File: config.mk
export PLATFORM = sky130hd
export DESIGN_NAME = abc_sweep_sequencer_flat
export DESIGN_NICKNAME = d
export VERILOG_FILES = /design/src/rtl/abc_sweep_pkg.sv /design/src/rtl/abc_sweep_sequencer_if.sv /design/src/rtl/hold_counter.sv /design/src/rtl/abc_sweep_sequencer.sv /design/src/flat_wrapper.sv
export SDC_FILE = /design/constraint.sdc
export NUM_CORES = 1
export LEC_CHECK = 0
export BUFFER_PORTS_ARGS = -buffer_cell sky130_fd_sc_hd__buf_2
export CAP_MARGIN = 5
export CORE_MARGIN = 10
export CORE_UTILIZATION = 40
export CTS_BUF_LIST = sky130_fd_sc_hd__clkbuf_8
export DETAILED_ROUTE_END_ITERATION = 8
export PLACE_DENSITY = 0.7
export SYNTH_ARGS = -nofsm -noshare
export SYNTH_HDL_FRONTEND = slang
export SYNTH_HIERARCHICAL = 1
export SYNTH_SLANG_ARGS = --single-unit
File: constraint.sdc
create_clock -name clk -period 2.59 [get_ports clk]
set_clock_uncertainty 0.1 [all_clocks]
set_input_delay 0.259 -clock clk [delete_from_list [all_inputs] [get_ports clk]]
set_output_delay 0.259 -clock clk [all_outputs]
set_load 0.02 [all_outputs]
File: src/rtl/abc_sweep_pkg.sv
// Shared state encodings and sizing for the ABC truth-table sweep sequencer.
package abc_sweep_pkg;

  typedef enum logic [1:0] {
    ST_IDLE  = 2'd0,
    ST_DRIVE = 2'd1,
    ST_DONE  = 2'd2
  } state_t;

  localparam int unsigned NUM_PATTERNS = 8;
  localparam int unsigned IDX_W        = 3;

  // Width of the per-pattern hold counter.
  function automatic int unsigned cnt_width(input int unsigned hold);
    return $clog2(hold);
  endfunction

endpackage

File: src/rtl/abc_sweep_sequencer_if.sv
// Control, result and function-block signals of the sweep sequencer.
interface abc_sweep_sequencer_if;
  import abc_sweep_pkg::*;

  logic                    start;
  logic [NUM_PATTERNS-1:0] exp_table;
  logic                    A;
  logic                    B;
  logic                    C;
  logic                    E;
  logic                    busy;
  logic                    done;
  logic [NUM_PATTERNS-1:0] truth_table;
  logic                    pass;
  logic [NUM_PATTERNS-1:0] mismatch;

  // The sequencer side: drives the pattern and reports results.
  modport master (
    input  start, exp_table, E,
    output A, B, C, busy, done, truth_table, pass, mismatch
  );

  // The user / function-block side.
  modport slave (
    output start, exp_table, E,
    input  A, B, C, busy, done, truth_table, pass, mismatch
  );
endinterface

File: src/rtl/hold_counter.sv
// Counts 0..HOLD_CYCLES-1 while enabled; o_wrap_c flags the last count of a hold period.
module hold_counter #(
  parameter int unsigned HOLD_CYCLES = 4
) (
  input  logic clk,
  input  logic rst,
  input  logic i_clear,
  input  logic i_en,
  output logic o_wrap_c
);
  import abc_sweep_pkg::*;

  localparam int unsigned CNT_W = cnt_width(HOLD_CYCLES);

  logic [CNT_W-1:0] r_cnt;
  logic             w_at_last;

  assign w_at_last = (r_cnt == CNT_W'(HOLD_CYCLES - 1));
  assign o_wrap_c  = i_en && w_at_last;

  // Count register: cleared outside a hold sequence, wraps after the last count.
  always_ff @(posedge clk) begin
    if (rst || i_clear) begin
      r_cnt <= '0;
    end else if (i_en) begin
      if (w_at_last) r_cnt <= '0;
      else           r_cnt <= r_cnt + CNT_W'(1);
    end
  end
endmodule

File: src/rtl/abc_sweep_sequencer.sv
// Drives {A,B,C} through all 8 patterns, captures E into a truth table and compares it.
module abc_sweep_sequencer
  import abc_sweep_pkg::*;
#(
  parameter int unsigned HOLD_CYCLES = 4
) (
  input  logic                  clk,
  input  logic                  rst,
  abc_sweep_sequencer_if.master sif
);

  state_t                  r_state;
  state_t                  w_state_nxt;
  logic [IDX_W-1:0]        r_idx;
  logic [IDX_W-1:0]        w_idx_nxt;
  logic [2:0]              r_abc;
  logic [2:0]              w_abc_nxt;
  logic                    r_busy;
  logic                    w_busy_nxt;
  logic                    r_done;
  logic                    w_done_nxt;
  logic                    r_pass;
  logic                    w_pass_nxt;
  logic [NUM_PATTERNS-1:0] r_exp;
  logic [NUM_PATTERNS-1:0] w_exp_nxt;
  logic [NUM_PATTERNS-1:0] r_tt;
  logic [NUM_PATTERNS-1:0] w_tt_nxt;
  logic [NUM_PATTERNS-1:0] r_mm;
  logic [NUM_PATTERNS-1:0] w_mm_nxt;
  logic                    w_wrap;
  logic                    w_in_drive;
  logic                    w_last_idx;

  assign w_in_drive = (r_state == ST_DRIVE);
  assign w_last_idx = (r_idx == IDX_W'(NUM_PATTERNS - 1));

  hold_counter #(
    .HOLD_CYCLES (HOLD_CYCLES)
  ) u_hold_counter (
    .clk      (clk),
    .rst      (rst),
    .i_clear  (!w_in_drive),
    .i_en     (w_in_drive),
    .o_wrap_c (w_wrap)
  );

  // State register.
  always_ff @(posedge clk) begin
    if (rst) r_state <= ST_IDLE;
    else     r_state <= w_state_nxt;
  end

  // Next-state logic.
  always_comb begin
    w_state_nxt = r_state;
    unique case (r_state)
      ST_IDLE:  if (sif.start) w_state_nxt = ST_DRIVE;
      ST_DRIVE: if (w_wrap && w_last_idx) w_state_nxt = ST_DONE;
      ST_DONE:  w_state_nxt = ST_IDLE;
      default:  w_state_nxt = ST_IDLE;
    endcase
  end

  // Next values of the datapath and registered outputs.
  always_comb begin
    w_idx_nxt  = r_idx;
    w_abc_nxt  = r_abc;
    w_busy_nxt = r_busy;
    w_done_nxt = 1'b0;
    w_exp_nxt  = r_exp;
    w_tt_nxt   = r_tt;
    w_pass_nxt = r_pass;
    w_mm_nxt   = r_mm;
    unique case (r_state)
      ST_IDLE: begin
        if (sif.start) begin
          w_idx_nxt  = '0;
          w_abc_nxt  = '0;
          w_busy_nxt = 1'b1;
          w_exp_nxt  = sif.exp_table;
          w_tt_nxt   = '0;
          w_pass_nxt = 1'b0;
          w_mm_nxt   = '0;
        end
      end
      ST_DRIVE: begin
        if (w_wrap) begin
          w_tt_nxt[r_idx] = sif.E;
          if (w_last_idx) begin
            // Compare against the table including this final sample.
            w_idx_nxt  = '0;
            w_abc_nxt  = '0;
            w_busy_nxt = 1'b0;
            w_done_nxt = 1'b1;
            w_pass_nxt = (w_tt_nxt == r_exp);
            w_mm_nxt   = w_tt_nxt ^ r_exp;
          end else begin
            w_idx_nxt = r_idx + IDX_W'(1);
            w_abc_nxt = 3'(r_idx + IDX_W'(1));
          end
        end
      end
      default: begin
      end
    endcase
  end

  // Output and datapath registers.
  always_ff @(posedge clk) begin
    if (rst) begin
      r_idx  <= '0;
      r_abc  <= '0;
      r_busy <= 1'b0;
      r_done <= 1'b0;
      r_exp  <= '0;
      r_tt   <= '0;
      r_pass <= 1'b0;
      r_mm   <= '0;
    end else begin
      r_idx  <= w_idx_nxt;
      r_abc  <= w_abc_nxt;
      r_busy <= w_busy_nxt;
      r_done <= w_done_nxt;
      r_exp  <= w_exp_nxt;
      r_tt   <= w_tt_nxt;
      r_pass <= w_pass_nxt;
      r_mm   <= w_mm_nxt;
    end
  end

  assign sif.A           = r_abc[2];
  assign sif.B           = r_abc[1];
  assign sif.C           = r_abc[0];
  assign sif.busy        = r_busy;
  assign sif.done        = r_done;
  assign sif.truth_table = r_tt;
  assign sif.pass        = r_pass;
  assign sif.mismatch    = r_mm;

endmodule
File: src/flat_wrapper.sv
// flat-port wrapper written by rule: the top's interface ports become plain ports
module abc_sweep_sequencer_flat import abc_sweep_pkg::*;
#(
  parameter int unsigned HOLD_CYCLES = 4
)
  (clk, rst, sif_start, sif_exp_table, sif_E, sif_A, sif_B, sif_C, sif_busy, sif_done, sif_truth_table, sif_pass, sif_mismatch);
  abc_sweep_sequencer_if sif_i ();
  input  logic clk;
  input  logic rst;
  input wire logic [$bits(sif_i.start)-1:0] sif_start;
  input wire logic [$bits(sif_i.exp_table)-1:0] sif_exp_table;
  input wire logic [$bits(sif_i.E)-1:0] sif_E;
  output wire logic [$bits(sif_i.A)-1:0] sif_A;
  output wire logic [$bits(sif_i.B)-1:0] sif_B;
  output wire logic [$bits(sif_i.C)-1:0] sif_C;
  output wire logic [$bits(sif_i.busy)-1:0] sif_busy;
  output wire logic [$bits(sif_i.done)-1:0] sif_done;
  output wire logic [$bits(sif_i.truth_table)-1:0] sif_truth_table;
  output wire logic [$bits(sif_i.pass)-1:0] sif_pass;
  output wire logic [$bits(sif_i.mismatch)-1:0] sif_mismatch;
  assign sif_i.start = sif_start;
  assign sif_i.exp_table = sif_exp_table;
  assign sif_i.E = sif_E;
  assign sif_A = sif_i.A;
  assign sif_B = sif_i.B;
  assign sif_C = sif_i.C;
  assign sif_busy = sif_i.busy;
  assign sif_done = sif_i.done;
  assign sif_truth_table = sif_i.truth_table;
  assign sif_pass = sif_i.pass;
  assign sif_mismatch = sif_i.mismatch;
  abc_sweep_sequencer #(.HOLD_CYCLES(HOLD_CYCLES)) u_core (.clk(clk), .rst(rst), .sif(sif_i));
endmodule
==> results of run 1 <==
==> worst max-delay path: cells and delay by family (launching register included) <==
kind,cells,cell delay (ns)
flip-flops,1,0.56
AO/OA/AOI/OAI,2,0.32
adder cells (fa/ha/maj),2,0.44
AND/OR/NAND/NOR,3,0.40
buffers and inverters,1,0.20
==> how the worst max path moves through the flow <==
stage	to	depth (start not counted)	start	slack (ns)
final	u_core/r_exp[5]	8	u_core/r_abc[0]	0.51
after global routing	u_core/sif.pass	6	u_core/r_abc[1]	0.33
after CTS	u_core/r_exp[5]	8	u_core/r_abc[0]	0.50
after detailed placement	u_core/r_exp[5]	8	u_core/r_abc[0]	0.51
after global placement	u_core/sif.pass	6	u_core/r_abc[0]	0.56
after floorplan	u_core/r_exp[7]	10	u_core/r_state[0]	0.22
==> kinds of logic (layout without fill, tap and decap cells) <==
| kind of cell | count (synthesis) | in the layout | share of synthesized area (%) |
|---|---|---|---|
| XOR/XNOR | 8 | 8 | 4.498 |
| AND/OR/NAND/NOR | 62 | 62 | 19.68 |
| AO/OA/AOI/OAI | 47 | 47 | 18.39 |
| multiplexers | 10 | 10 | 6.426 |
| buffers and inverters | 14 | 45 | 4.899 |
| flip-flops | 34 | 34 | 43.69 |
| adder cells (fa/ha/maj) | 3 | 3 | 2.410 |
==> layer usage <==
layer / vias to the layer above / wire length (um) / part of all wire, %
met5: - / 0 / 0
met4: 0 / 29 / 0.75
met3: 5 / 311 / 8.0
met2: 37 / 1681 / 43
met1: 617 / 1863 / 48
li1: 690 / - / -
==> where the power goes <==
| group | internal (mW) | switching, mW | total [mW] |
|---|---|---|---|
| sequential | 0.536 | 0.0107 | 0.547 |
| clock | 0.180 | 0.191 | 0.371 |
| combinational | 0.0425 | 0.0705 | 0.113 |
==> placed cells by master (no fill, tap or decap), drive strengths merged, types with 2 or more instances in the layout <==
cell / netlist / routed
buf: 5 / 36
dfxtp: 34 / 34
nor2: 21 / 21
o21ai: 15 / 15
nand2: 14 / 14
a21oi: 14 / 14
a22oi: 14 / 14
mux2i: 10 / 10
xnor2: 7 / 7
clkbuf: 7 / 5
nor3: 5 / 5
nand3: 4 / 4
nor3b: 3 / 3
ha: 3 / 3
clkinv: 0 / 2
inv: 2 / 2
nand2b: 2 / 2
and3: 2 / 2
a21o: 2 / 2
nand3b: 2 / 2
nor4: 2 / 2
nand4: 2 / 2
and3b: 2 / 2
==> layout make-up <==
cell class / instances / area (sq um)
Timing Repair Buffer: 36 / 187.7
Inverter: 2 / 7.507
Clock inverter: 2 / 10.01
Fill cell: 397 / 1901
Multi-Input combinational cell: 130 / 800.8
Clock buffer: 5 / 68.82
Sequential cell: 34 / 680.7
Tap cell: 48 / 60.06
==> sequential cells by signal (all words and copies together), names as in the netlist <==
register / cells
u_core/sif.mismatch: 8
u_core/r_state: 2
u_core/sif.done: 1
u_core/sif.pass: 1
u_core/sif.busy: 1
u_core/sif.truth_table: 8
u_core/r_exp: 8
u_core/r_abc: 3
u_core/u_hold_counter/r_cnt: 2
==> reports/qor.csv, run 1 <==
metric;value;unit
status;completed;
ant_nets;0;
cp-end-kind;register;
min_path_type;in2reg;
setup_slack;0.5062;ns
synth_most_common_cell;dfxtp_1;
synth_top_cell_area_share;43.69;%
die_h;82.41;um
fin_area;1815;sq um
max_cap_viol_count;0;
track_usage;11.64;%
synth_flop_cell;dfxtp_1;
crit_fanout;13;
first_pass_iters;4;
num_io_pins;34;
route.vias.total;1349;
ys_seq_area_share;43.69;%
critPathArrivalTime;2.20;ns
path_class;reg2reg;
fin_cells;257;
coreArea;3716;sq um
cts_sinks;34;
r2r_start;u_core/r_abc[0];
rr_worst_depth;8;
setup-violations-final;0;
syn_nets;193;
post-cts-setup-buffers;0;
synth_edf_count;0;
grt_pass1_vias;1251;
place_inst;250;
wirelength;3887;um
min_from;sif_exp_table[7];
fmax;479.9;MHz
antenna_found_initial;0;
cp-start-kind;register;
synth_largest_area_cell;dfxtp_1;
grt_util_met3;4.860;%
powerDensity;567.8;nW/um^2
crit_top_cell;ha_1;
syn_area;1558;sq um
rsz0062_at_grt;false;
via_per_inst;5.249;
routabilityCongestion;0.7891;
hold_slack;0.1066;ns
worstMarginPinSlew;0.6109;ns
drtIter0Drc;119;
period_share;80.46;%
hold_viol_final;0;
fin_util;48.86;%
slew_violations;0;
crit_path_max_incr_delay;0.56;ns
use_met1;16.56;%
dieWidth;82.41;um
min_path_cells;3;
start_util;41.92;%
nNetsFinal;224;
grt_most_used_layer;met1;
root_buffer;clkbuf_8;
cts.clk_slew.worst_paths;0.07;ns
ctsHoldBuffers;0;
setup_tns;0;ns
clkLatencyLatePin;0.29;ns
rrSetupSlack;0.51;ns
dieArea;6791;sq um
yosysUniqueCellTypes;32;
antenna_cells;0;
async_flop_share;0;%
yosysWarnings;6;
syn_to_final_growth;16.55;%
slowest_stage;dfxtp_1;
use_met2;15.32;%
synth.area.top_cells;dfxtp_1, a22oi_1, mux2i_1;
numCtsBuffers;5;
r2r_end;u_core/r_exp[5];
relSlewSlack;59.27;%
ir_drop;301.0;uV
holdPathEnd;u_core/r_exp[7];
layout_min_cycle_time;2.084;ns
synth_commonest_cells;dfxtp_1, nor2_1, o21ai_0;
rows;22;
cts-htree-levels;2;
place_ws;0.5077;ns
drive_above_1_share;22.01;%
clockBufferDepth;2;
grt_max_degree;35;
grt_pass1_wl;6099;um
cp.required;2.71;ns
finalPower;1.031;mW
syn_area_per_cell;8.751;sq um
hpwl;2754;um
power.leakage;0.7735;nW
crit_chain;ha_1 > ha_1 > nand3_1 > a21o_1 > nor2_2 > buf_4 > nand2_1 > a21oi_1;
dpl-instance-area;1737;sq um
portBuffers;33;
netlist_instances;178;
grt-ovfl-total;0;
cts_tree;yes;
cts-resized-gates;0;
drc;0;
synth-seq-cells;34;
routedWlPerCell;15.12;um
Note: power is estimated with default switching activity, not from simulation.
==> run 2: changes to the inputs <==
Settings changed: PLACE_DENSITY 0.7 to 0.72.
Clock period 2.59 ns to 1.9 ns, I/O delays scaled along.
==> run 2 against run 1 <==
Net effect:
- cell count is 3.9% higher
- routed wire length is 1.4% higher
- largest power group unchanged
- global-route usage is 0.75 points higher
- critical endpoint is now u_core/sif.mismatch[3]
- critical path depth is 1 lower
==> reports/qor.csv, run 2 (synthesis gave the netlist of run 1 again) <==
metric;value;unit;change
worstMarginPinSlew;0.4137;ns;-0.1972 ns
crit_start;u_core/r_abc[1];;
r2r_start;u_core/r_abc[1];;
cp-start-kind;register;;
portBuffers;33;;unchanged
p_sw_share;25.97;%;-0.40 points
root_buffer;clkbuf_8;;
cts-htree-levels;2;;unchanged
cp.required;1.96;ns;-0.75 ns
fin_area;1933;sq um;+6.5%
grt-ovfl-total;0;;unchanged
powerDensity;730.5;nW/um^2;+29%
wirelength;3940;um;+1.4%
cts.clk_slew.worst_paths;0.07;ns;about the same
die_h;82.41;um;unchanged
fillers;348;;-12%
status;completed;;
slew_violations;0;;unchanged
track_usage;12.39;%;+0.75 points
coreArea;3716;sq um;unchanged
rows;22;;unchanged
hold_viol_final;0;;unchanged
numCtsBuffers;5;;unchanged
layout_min_cycle_time;1.774;ns;-0.3100 ns
combPwrFrac;12.1;%;+1.1 points
grt_pass1_wl;6472;um;+6.1%
period_share;93.36;%;+13 points
fin_util;52.02;%;+3.2 points
relSlewSlack;72.42;%;+13 points
rsz0062_at_grt;false;;
critPathArrivalTime;1.83;ns;-0.37 ns
nNetsFinal;234;;+4.5%
route.vias.total;1423;;+5.5%
path_class;reg2reg;;
crit_family;compound AO/OA/AOI/OAI gates;;
ir_drop;355.0;uV;+18%
final_cell_mix;buf_2, dfxtp_1, nor2_1, o21ai_0;;
setup-violations-final;0;;unchanged
post-cts-setup-buffers;0;;unchanged
cts_sinks;34;;unchanged
drive_above_1_share;30.14;%;+8.1 points
routedWlPerCell;14.76;um;-2.4%
min_path_type;in2reg;;
max_cap_viol_count;0;;unchanged
num_io_pins;34;;unchanged
antenna_found_initial;0;;unchanged
final_common_cell;buf_2;;
power.leakage;0.8375;nW;+8.3%
clockBufferDepth;2;;unchanged
setup_tns;0;ns;unchanged
drc;0;;unchanged
first_pass_iters;4;;unchanged
cp-end-kind;register;;
place_ws;0.04143;ns;-0.4663 ns
fmax;563.8;MHz;+17%
syn_to_final_growth;24.10;%;
crit_path_max_incr_delay;0.40;ns;-0.16 ns
p_int;1.045;mW;+38%
dpl-instance-area;1826;sq um;+5.1%
crit_chain;ha_1 > ha_2 > nand3_2 > a21o_2 > buf_4 > a22oi_1 > nor2_1;;
seqPwrFrac;52.6;%;-0.5 points
clockPowerShare;35.2;%;-0.8 points
drtIter0Drc;83;;-30%
p_switching;366.7;uW;+35%
finalPower;1.412;mW;+37%
setup_slack;0.1262;ns;-0.3800 ns
min_from;sif_exp_table[1];;
fin_cells;267;;+3.9%
clkLatencyLatePin;0.28;ns;about the same
ant_nets;0;;unchanged
place_inst;260;;+4.0%
grt_max_degree;22;;-37%
hold_slack;0.04380;ns;-0.06283 ns
dieArea;6791;sq um;unchanged
crit_fanout;14;;+1
cp.buffers_inverters;1;;unchanged
cts_tree;yes;;
antenna_cells;0;;unchanged
dieWidth;82.41;um;unchanged
start_util;41.92;%;unchanged
slowest_stage;dfxtp_4;;
via_per_inst;5.330;;+1.5%
hpwl;2860;um;+3.9%
grt_pass1_vias;1375;;+9.9%
routabilityCongestion;0.8384;;+6.2%
-- run 2: changes by cell type in the layout (fill, tap and decap cells not counted), moves of 2 or more --
cell,previous run,this run
buf_4,3,13
dfxtp_1,34,30
nor3b_1,3,0
nor3b_2,0,3
clkinv_2,2,0
dfxtp_2,0,2
dfxtp_4,0,2
-- run 2: what timing repair did --
action / in CTS / in global routing
cloned: 0 / 0
hold buffers: 0 / 0
endpoints found under the setup margin: 3 / 15
gates resized for setup: 2 / 8
-- run 2: power by group through the flow --
stage,Clock [mW],Sequential [mW],Combinational (mW)
floorplan,0,0.762,0.119
CTS,0.512,0.745,0.170
detailed placement,0,0.761,0.168
global route,0.543,0.746,0.191
finish,0.498,0.743,0.171
global placement,0,0.761,0.168
-- run 2: final timing paths --
| kind | cells after the start | endpoint | slack [ns] |
|---|---|---|---|
| max | 7 | u_core/sif.mismatch[3] | 0.13 |
| max reg2reg | 7 | u_core/sif.mismatch[3] | 0.13 |
| min | 3 | u_core/r_exp[1] | 0.04 |
| min reg2reg | 2 | u_core/sif.pass | 0.39 |
-- run 2: final cells by class --
class | count | area (sq um) | area share [%]
sequential | 34 | 690.7 | 35.73
clock inverter | 2 | 11.26 | 0.5825
tap | 48 | 60.06 | 3.107
clock buffer | 5 | 68.82 | 3.560
inverter | 2 | 7.507 | 0.3884
multi-input combinational | 130 | 832.0 | 43.04
timing repair buffer | 46 | 262.8 | 13.59
-- run 2: layer usage --
layer | GRT usage [%] | part of all wire, % | up-vias
met4 | 6.122 | 1.5 | 0
li1 | - | - | 713
met2 | 18.66 | 46 | 39
met1 | 15.74 | 47 | 667
met5 | 0 | 0 | -
met3 | 3.672 | 5.5 | 4
-- run 2: worst min-delay path: cells and delay by family --
family | cells | cell delay [ns]
buffers and inverters | 1 | 0.09
AO/OA/AOI/OAI | 1 | 0.05
AND/OR/NAND/NOR | 1 | 0.04
==> run 3: changes to the inputs <==
Settings changed: PLACE_DENSITY 0.72 to 0.73, SYNTH_HIERARCHICAL 1 to unset.
==> run 3 against run 2 <==
Net effect:
- first-iteration DRC count rose by 39%
- cell area barely moved
- maximum frequency rose by 2.6%
- synthesized area fell by 5.3%
- core utilization rose by 1.6 points
- cell count fell by 2.6%
- critical path depth did not move
- synthesized cell count fell by 4.5%
- total power rose by 18%
- critical endpoint is now u_core.sif.pass
==> reports/qor.csv, run 3 <==
metric;value;unit;change
crit_family;simple AND/OR/NAND/NOR gates;;
seqPwrFrac;44.2;%;-8.4 points
multi_input_area;793.3;sq um;-4.7%
fillers;355;;+2.0%
grt_pass1_vias;1357;;-1.3%
crit_path_max_incr_delay;0.39;ns;about the same
synth_flop_cell;dfxtp_1;;
relSlewSlack;79.29;%;+6.9 points
dr_wl_met2;1828;um;+1.7%
critPathArrivalTime;1.86;ns;+0.03 ns
setup_slack;0.1710;ns;+0.04478 ns
powerDensity;861.8;nW/um^2;+18%
nNetsFinal;226;;-3.4%
num_io_pins;34;;unchanged
clkLatencyLatePin;0.29;ns;about the same
cp.required;2.03;ns;+0.07 ns
ir_drop;507.7;uV;+43%
cts_tree;yes;;
setup-violations-final;0;;unchanged
worstMarginPinSlew;0.3107;ns;-0.1030 ns
synth_edf_count;0;;unchanged
routedWlPerCell;14.47;um;-2.0%
cp-start-kind;register;;
ctsHoldBuffers;0;;unchanged
grt-ovfl-total;0;;unchanged
ant_nets;0;;unchanged
drc;0;;unchanged
synth_top_cell_area_share;46.14;%;+2.4 points
p_switching;337.7;uW;-7.9%
cp.buffers_inverters;1;;unchanged
power.leakage;0.8366;nW;-0.11%
routabilityCongestion;0.7917;;-5.6%
hold_slack;0.03618;ns;-0.007625 ns
dieWidth;80.73;um;-2.0%
antenna_cells;0;;unchanged
synth_commonest_cells;dfxtp_1, nand2_1, nor2_1, a22oi_1, a21oi_1;;
fmax;578.4;MHz;+2.6%
wl_met3;242;um;+12%
combPwrFrac;6.1;%;-6.0 points
max_cap_viol_count;0;;unchanged
die_h;80.73;um;-2.0%
drive_above_1_share;31.60;%;+1.5 points
regArea;684.4;sq um;-0.91%
post-cts-setup-buffers;0;;unchanged
clockPowerShare;49.6;%;+14 points
place_ws;0.04991;ns;+0.008473 ns
slowest_stage;dfxtp_2;;
final_common_cell;buf_2;;
synth_largest_area_cell;dfxtp_1;;
cts-htree-levels;2;;unchanged
cp-end-kind;register;;
final_cell_mix;buf_2, dfxtp_1, nand2_1, nor2_1, a22oi_1;;
cts.clk_slew.worst_paths;0.08;ns;about the same
first_pass_iters;4;;unchanged
wirelength;3761;um;-4.5%
layout_min_cycle_time;1.729;ns;-0.04478 ns
crit_fanout;8;;-6
route.vias.total;1328;;-6.7%
rows;22;;unchanged
wl_met1;1607;um;-14%
hpwl;2726;um;-4.7%
crit_chain;buf_4 > and3_2 > mux2i_4 > xnor2_1 > nor3_1 > nand4_1 > nand2_1;;
clockBufferDepth;2;;unchanged
root_buffer;clkbuf_8;;
async_flop_share;0;%;unchanged
syn_area;1475;sq um;-5.3%
start_util;40.91;%;-1.0 points
antenna_found_initial;0;;unchanged
via_per_inst;5.108;;-4.2%
cts_sinks;34;;unchanged
syn_to_final_growth;30.96;%;
coreArea;3606;sq um;-3.0%
finalPower;1.665;mW;+18%
grt_pass1_wl;6327;um;-2.2%
path_class;reg2reg;;
grt_max_degree;18;;-18%
synth.area.top_cells;dfxtp_1, a22oi_1, nand2_1;;
portBuffers;33;;unchanged
dr.max_layer_used;met4;;
slew_violations;0;;unchanged
dieArea;6517;sq um;-4.0%
p_int;1.327;mW;+27%
yosysWarnings;0;;-6
hold_viol_final;0;;unchanged
drtIter0Drc;115;;+39%
syn_area_per_cell;8.677;sq um;-0.84%
rsz0062_at_grt;true;;
netlist_instances;170;;-4.5%
period_share;91.00;%;-2.4 points
cts-resized-gates;0;;-2
setup_tns;0;ns;unchanged
track_usage;12.23;%;-0.17 points
synth_most_common_cell;dfxtp_1;;
min_path_type;in2reg;;
numCtsBuffers;5;;unchanged
syn_nets;185;;-4.1%
status;completed;;
p_sw_share;20.28;%;-5.7 points
synth-seq-cells;34;;unchanged
yosysUniqueCellTypes;29;;-9.4%
ys_seq_area_share;46.14;%;+2.4 points
[run 3: layout make-up]
cell class / count / share of cell area [%]
tap: 48 / 3.109
clock inverter: 2 / 3.109
inverter: 1 / 0.1943
sequential: 34 / 35.43
clock buffer: 6 / 4.275
timing repair buffer: 44 / 12.82
multi-input combinational: 125 / 41.06
[run 3: path summary, 6_finish.rpt]
path / from / end / cells after the start / slack [ns]
worst min register to register: u_core.u_hold_counter.r_cnt[0] / u_core.u_hold_counter.r_cnt[0] / 1 / 0.33
worst min-delay path: sif_exp_table[1] / u_core.r_exp[1] / 3 / 0.04
worst max-delay path: u_core.r_idx[0] / u_core.sif.pass / 7 / 0.17
worst max register to register: u_core.r_idx[0] / u_core.sif.pass / 7 / 0.17
[run 3: layer usage]
layer | up-vias | global-route usage (%)
met5 | - | 0
met4 | 0 | 5.882
met3 | 8 | 4.084
met2 | 30 | 19.75
met1 | 614 | 14.29
li1 | 676 | -
[run 3: per-stage QoR]
stage	cell area (sq um)	util [%]	std cells
finish	1932	53.57	260
global route	1932	53.57	260
CTS	1883	52.22	260
detailed placement	1740	48.27	252
global placement	1740	48.27	252
floorplan	1475	-	170
[run 3: tightest hold or removal path, stage by stage]
cell     delay (ns)
buf_2          0.09
nand2_1        0.04
a21oi_1        0.05
[run 3: logic make-up (layout without fill, tap and decap cells)]
logic type	count (synthesis)	count (layout)	share of synthesized area (%)
and+or+nand+nor	68	68	21.54
AOI/OAI and AO/OA	37	37	15.69
DFF	34	34	46.14
buffers and inverters	11	53	3.138
muxes	9	9	6.192
xor gates and xnor gates	8	8	4.750
adders and majority gates	3	3	2.545
[run 3: power groups by stage]
stage               Combinational, mW  Sequential [mW]  Clock (mW)
CTS                             0.101            0.736       0.844
floorplan                      0.0638            0.753           0
global placement               0.0997            0.752           0
detailed placement              0.101            0.753           0
global route                    0.117            0.737       0.867
finish                          0.102            0.736       0.826
